### config.mk
export PLATFORM = sky130hd
export DESIGN_NAME = alu_round_ctrl
export DESIGN_NICKNAME = d
export VERILOG_FILES = /design/src/rtl/crypto_pkg.sv /design/src/rtl/alu_round_ctrl_key_sched.sv /design/src/rtl/alu_round_ctrl.sv
export SDC_FILE = /design/constraint.sdc
export NUM_CORES = 1
export LEC_CHECK = 0
export CORE_MARGIN = 8
export CORE_UTILIZATION = 30
export CTS_BUF_LIST = sky130_fd_sc_hd__clkbuf_8 sky130_fd_sc_hd__clkbuf_16
export CTS_CLUSTER_DIAMETER = 100
export CTS_CLUSTER_SIZE = 12
export DETAILED_ROUTE_END_ITERATION = 12
export DONT_BUFFER_PORTS = 1
export GPL_TIMING_DRIVEN = 1
export SLEW_MARGIN = 20
export SYNTH_ARGS = -nofsm -noshare
export SYNTH_HDL_FRONTEND = slang
export SYNTH_SLANG_ARGS = --single-unit
### constraint.sdc
create_clock -name clk -period 2.86 [get_ports clk]
set_input_delay 0.715 -clock clk [delete_from_list [all_inputs] [get_ports clk]]
set_output_delay 0.715 -clock clk [all_outputs]
set_load 0.01 [all_outputs]
### src/rtl/crypto_pkg.sv
// Shared constants for the byte-cipher round controller: ALU opcodes, FSM states, rotate helpers.
`default_nettype none

package crypto_pkg;

  localparam int BYTE_W = 8;

  localparam logic [3:0] OP_NONE = 4'b0000;
  localparam logic [3:0] OP_ADD  = 4'b0001;
  localparam logic [3:0] OP_SUB  = 4'b0010;
  localparam logic [3:0] OP_XOR  = 4'b0011;
  localparam logic [3:0] OP_PASS = 4'b0100;

  typedef enum logic [2:0] {
    IDLE = 3'd0,
    LOAD = 3'd1,
    PH_A = 3'd2,
    PH_B = 3'd3,
    DONE = 3'd4
  } state_t;

  function automatic logic [BYTE_W-1:0] rotl8(input logic [BYTE_W-1:0] x, input logic [2:0] n);
    logic [2*BYTE_W-1:0] d;
    d = {x, x} << n;
    return d[2*BYTE_W-1:BYTE_W];
  endfunction

  function automatic logic [BYTE_W-1:0] rotr8(input logic [BYTE_W-1:0] x, input logic [2:0] n);
    logic [2*BYTE_W-1:0] d;
    d = {x, x} >> n;
    return d[BYTE_W-1:0];
  endfunction

endpackage

`default_nettype wire

### src/rtl/alu_round_ctrl_key_sched.sv
// key_sched: per-round key register; loads the round-0 key on job accept and rotates after each PH_B.
// Only instantiated when KEY_ROTATE_EN is defined.
`default_nettype none

module key_sched
  import crypto_pkg::*;
#(
  parameter int ROUND_W = 4
) (
  input  logic               clk,
  input  logic               rst,
  input  logic               load,
  input  logic               step,
  input  logic               decrypt,
  input  logic [ROUND_W-1:0] rounds,
  input  logic [BYTE_W-1:0]  key,
  output logic [BYTE_W-1:0]  k
);

  logic [ROUND_W-1:0] rounds_m1;
  logic [2:0]         dec_shift;
  logic [BYTE_W-1:0]  load_val;
  logic               dec_q;

  assign rounds_m1 = rounds - ROUND_W'(1);
  assign dec_shift = 3'(rounds_m1);

  // Decrypt walks the schedule backwards, so it starts from the last round's key.
  always_comb begin
    load_val = key;
    if (decrypt && (rounds != '0)) begin
      load_val = rotl8(key, dec_shift);
    end
  end

  always_ff @(posedge clk) begin
    if (rst) begin
      k     <= '0;
      dec_q <= 1'b0;
    end else if (load) begin
      k     <= load_val;
      dec_q <= decrypt;
    end else if (step) begin
      k <= dec_q ? rotr8(k, 3'd1) : rotl8(k, 3'd1);
    end
  end

endmodule

`default_nettype wire

### src/rtl/alu_round_ctrl.sv
// alu_round_ctrl: multi-round byte cipher sequencer driving an external 8-bit ALU.
// Optional per-round key rotation is enabled by defining KEY_ROTATE_EN.
`default_nettype none

module alu_round_ctrl
  import crypto_pkg::*;
#(
  parameter int ROUND_W = 4
) (
  input  logic               clk,
  input  logic               rst,
  input  logic               start,
  input  logic               decrypt,
  input  logic [ROUND_W-1:0] rounds,
  input  logic [BYTE_W-1:0]  data_in,
  input  logic [BYTE_W-1:0]  key,
  output logic               busy,
  output logic               done,
  output logic [BYTE_W-1:0]  data_out,
  output logic               alu_enable,
  output logic [3:0]         alu_opcode,
  output logic [BYTE_W-1:0]  alu_a,
  output logic [BYTE_W-1:0]  alu_b,
  input  logic [BYTE_W-1:0]  alu_result
);

  state_t             state;
  state_t             state_next;
  logic               dec_q;
  logic [ROUND_W-1:0] rounds_q;
  logic [ROUND_W-1:0] round_cnt;
  logic [ROUND_W-1:0] cnt_inc;
  logic [BYTE_W-1:0]  data_q;
  logic [BYTE_W-1:0]  x_q;
  logic [BYTE_W-1:0]  k;
  logic               accept;
  logic               last_round;

  assign accept     = (state == IDLE) && start;
  assign cnt_inc    = round_cnt + ROUND_W'(1);
  assign last_round = (cnt_inc == rounds_q);

`ifdef KEY_ROTATE_EN
  key_sched #(
    .ROUND_W (ROUND_W)
  ) u_key_sched (
    .clk     (clk),
    .rst     (rst),
    .load    (accept),
    .step    (state == PH_B),
    .decrypt (decrypt),
    .rounds  (rounds),
    .key     (key),
    .k       (k)
  );
`else
  always_ff @(posedge clk) begin
    if (rst) begin
      k <= '0;
    end else if (accept) begin
      k <= key;
    end
  end
`endif

  always_ff @(posedge clk) begin
    if (rst) begin
      state <= IDLE;
    end else begin
      state <= state_next;
    end
  end

  always_comb begin
    state_next = state;
    case (state)
      IDLE:    if (start) state_next = LOAD;
      LOAD:    state_next = (rounds_q == '0) ? DONE : PH_A;
      PH_A:    state_next = PH_B;
      PH_B:    state_next = last_round ? DONE : PH_A;
      DONE:    state_next = IDLE;
      default: state_next = IDLE;
    endcase
  end

  always_comb begin
    alu_enable = 1'b0;
    alu_opcode = OP_NONE;
    alu_a      = '0;
    alu_b      = '0;
    case (state)
      LOAD: begin
        alu_enable = 1'b1;
        alu_opcode = OP_PASS;
        alu_b      = data_q;
      end
      PH_A: begin
        alu_enable = 1'b1;
        alu_opcode = dec_q ? OP_SUB : OP_XOR;
        alu_a      = x_q;
        alu_b      = k;
      end
      PH_B: begin
        alu_enable = 1'b1;
        alu_opcode = dec_q ? OP_XOR : OP_ADD;
        alu_a      = x_q;
        alu_b      = k;
      end
      default: ;
    endcase
  end

  assign busy = (state == LOAD) || (state == PH_A) || (state == PH_B);
  assign done = (state == DONE);

  // data_out is loaded on the edge entering DONE so it is valid alongside the done pulse.
  always_ff @(posedge clk) begin
    if (rst) begin
      dec_q     <= 1'b0;
      rounds_q  <= '0;
      data_q    <= '0;
      x_q       <= '0;
      round_cnt <= '0;
      data_out  <= '0;
    end else begin
      if (accept) begin
        dec_q    <= decrypt;
        rounds_q <= rounds;
        data_q   <= data_in;
      end
      case (state)
        LOAD: begin
          x_q       <= alu_result;
          round_cnt <= '0;
          if (rounds_q == '0) data_out <= alu_result;
        end
        PH_A: x_q <= alu_result;
        PH_B: begin
          x_q       <= alu_result;
          round_cnt <= cnt_inc;
          if (last_round) data_out <= alu_result;
        end
        default: ;
      endcase
    end
  end

endmodule

`default_nettype wire

==> impl_metrics.ini, run 1 <==
[timing]
setup_viol = 0
finalSetupTns_ps = 0
worst_slack_ps = 381.3
max_freq_mhz = 403.4
hold_viol = 0
maxSlewHeadroom = 0.6185
rsz0062_at_grt = no
skew_ps = 7.808
min_period_over_period = 0.8667
drv_slew = 0
period_minus_slack_ps = 2479
worst_pin_slew_ps = 570.1

[drt]
num_vias = 1534
wirelength_microns = 4789
drt-initial-drc-count = 110
vias_per_cell = 4.917
drt_pass1_iterations = 4
avgRoutedWirePerCell_microns = 15.35
drc = 0
ant_nets = 0

[grt]
grt_usage = 0.1054
grt-ovfl-total = 0
antenna_found_initial = 0
first_global_vias = 1603
grt_pass1_wl_microns = 8114
grt_busiest_layer = met2
grtUsageMet1 = 0.1214
met2_usage = 0.1594
grt_max_degree = 53
use_met3 = 0.05761

[cts]
cts_root_buf = clkbuf_8
clockBufferDepth = 2
insertion_delay_ps = 290
post_cts_buffers = 0
cts_buffers = 5
cts_tree = built
htree_levels = 2
cts_hold_buf = 0
clock-sinks = 44
cts.repair.resized = 0
clkTransAtPathRegs_ps = 80

[final_layout]
insertedDiodeCount = 0
design_area_sq_um = 2118
nets = 267
drive_gt1_frac = 0.08511
area_growth_pct = 8.317
fill_cells = 703

[power_and_ir_drop]
swShare = 0.2759
clkPwrFrac = 0.318
leakagePower_nw = 0.8132
pwr-share-comb = 0.136
seq_power_share = 0.546
p_int_mw = 0.9132
powerDensity_nw_per_um2 = 595.4
vdd_ir_drop_max_v = 0.0003551
power.switching_mw = 0.3480

[synth]
synthTopCellsByCount = 63 x nand2_1, 44 x dfxtp_1, 34 x a21oi_1, 17 x nand2b_1
yosys_warnings = 0
synth_top_area_cell = dfxtp_1
synthFlopType = dfxtp_1
syn_area_sq_um = 1956
yosysMostFrequentCell = nand2_1
synth-seq-cells = 44
ys_seq_area_frac = 0.4504
synth.avg_cell_area_sq_um = 8.252
synth_cells = 237
yosysUniqueCellTypes = 36
synthArstFlopShare = 0
synth_edf_count = 0
netlist.area_leader.share = 0.4504
yosys-top-cells-area = dfxtp_1 45%, nand2_1 12%, a21oi_1 8.7%, nand2b_1 5.4%, mux2i_1 4.1%
syn_nets = 270

[die]
core_sq_um = 6314
die_w_microns = 96.74
row_count = 29
die_h_microns = 96.74
dieArea_sq_um = 9359
start_util = 0.3098
io_pins = 63

[setup_path]
start_kind = flop
cp.arrival_ps = 1760
crit_required_ps = 2140
crit_type = reg -> out
crit_path_max_fanout = 10
cp-end-kind = output pin
crit_path_cell_trace = nor2b_1 > nor2_1 > inv_2
critPathTopFamily = simple AND/OR/NAND/NOR gates
cp_slowest_cell = dfxtp_1
slowest_delay_ps = 550
crit_buf_inv = 1

[placed_design]
pre_cts_slack_ps = 668.1
gp_congestion = 0.8218
dp_hpwl_microns = 3498
port_buffers = 0
placed_cell_area_sq_um = 2024

[flow_run]
max-cap-violations = 0

[run_status]
status = finished, final reports clean

[worst_hold_path]
hp-class = reg -> reg
## per-stage QoR
| step | utilization | hold slack, ps | cells | power [mW] |
|---|---|---|---|---|
| floorplan | - | 427.3 | 237 | 0.8456 |
| global placement | 0.3207 | 435.4 | 304 | 0.8746 |
| detailed placement | 0.3207 | 435.9 | 304 | 0.8797 |
| CTS | 0.3355 | 446.5 | 312 | 1.281 |
| global route | 0.3355 | 458.3 | 312 | 1.340 |
| finish | 0.3355 | 443.5 | 312 | 1.261 |
## tightest hold or removal path, stage by stage (launching register included)
cell     delay, ps
dfxtp_1        310
nand2_1         50
a21oi_1         50
## sequential cells by signal, indices dropped and copies added, names as in the netlist
| register | flops |
|---|---|
| k | 8 |
| x_q | 8 |
| rounds_q | 4 |
| dec_q | 1 |
| data_q | 8 |
| state | 3 |
| round_cnt | 4 |
| data_out | 8 |
## layout by cell type (no fill, tap or decap), types with 2 or more instances in the layout
cell and count:
nand2_1 63, dfxtp_1 44, a21oi_1 34, nand2b_1 17, nor2_1 8, a22o_1 8, and2_1 8, mux2i_1 8
clkbuf_8 6, buf_4 4, inv_2 3, xor2_1 3, xnor2_1 3, nand3_1 2, nor4_1 2, nor3_1 2
## metal layers
metal | up-vias | share of wire
met5 | - | 0
met4 | 0 | 0.014
met3 | 7 | 0.10
met2 | 48 | 0.44
met1 | 703 | 0.44
li1 | 776 | -
## path summary, 6_finish.rpt
| kind | from | end | slack [ps] | cells after the start |
|---|---|---|---|---|
| max | state[2]$_SDFFE_PP0P_ | alu_enable | 380 | 3 |
| min | x_q[6]$_SDFFE_PP0P_ | x_q[6]$_SDFFE_PP0P_ | 440 | 2 |
| max reg2reg | round_cnt[0]$_SDFFE_PP0P_ | state[2]$_SDFFE_PP0P_ | 940 | 6 |
| min reg2reg | x_q[6]$_SDFFE_PP0P_ | x_q[6]$_SDFFE_PP0P_ | 440 | 2 |
## power groups by stage
stage / clock network [mW] / registers [mW] / logic [mW]
2_1_floorplan: 0 / 0.691 / 0.155
3_3_place_gp: 0 / 0.703 / 0.172
3_5_place_dp: 0 / 0.704 / 0.176
4_1_cts: 0.415 / 0.690 / 0.176
5_1_grt: 0.447 / 0.696 / 0.197
6_report: 0.401 / 0.689 / 0.171
## layout make-up
cell class | count | area [sq um] | share of cell area
clock buffers | 6 | 82.58 | 0.03898
well taps | 77 | 96.34 | 0.04548
flip-flops and latches | 44 | 880.8 | 0.4158
clock inverters | 2 | 11.26 | 0.005316
inverters | 3 | 11.26 | 0.005316
repair buffers | 4 | 30.03 | 0.01418
multi-input cells | 176 | 1006 | 0.4749
## cells by family (layout without fill, tap and decap cells)
logic type,Yosys count,in the layout,share of synthesized area
DFF,44,44,0.4504
buffers and inverters,17,15,0.03838
muxes,8,8,0.04095
xor gates and xnor gates,6,6,0.02688
adders and majority gates,1,1,0.006397
AOI/OAI and AO/OA,47,47,0.1452
and+or+nand+nor,113,113,0.2898
other,1,1,0.001918
(Power assumes the default switching activity.)
==> inputs of run 2 (changes only) <==
--- a/config.mk
+++ b/config.mk
@@ -9,7 +9,7 @@
 export CORE_UTILIZATION = 30
 export CTS_BUF_LIST = sky130_fd_sc_hd__clkbuf_8 sky130_fd_sc_hd__clkbuf_16
 export CTS_CLUSTER_DIAMETER = 100
-export CTS_CLUSTER_SIZE = 12
+export CTS_CLUSTER_SIZE = 25
 export DETAILED_ROUTE_END_ITERATION = 12
 export DONT_BUFFER_PORTS = 1
 export GPL_TIMING_DRIVEN = 1
==> results of run 2 <==
The final DEF is identical to that of run 1; final timing and power are the same.
==> inputs of run 3 (changes only) <==
--- a/config.mk
+++ b/config.mk
@@ -12,7 +12,6 @@
 export CTS_CLUSTER_SIZE = 25
 export DETAILED_ROUTE_END_ITERATION = 12
 export DONT_BUFFER_PORTS = 1
-export GPL_TIMING_DRIVEN = 1
 export SLEW_MARGIN = 20
 export SYNTH_ARGS = -nofsm -noshare
 export SYNTH_HDL_FRONTEND = slang
==> results of run 3 <==
The final DEF is identical to that of run 1; final timing and power are the same.
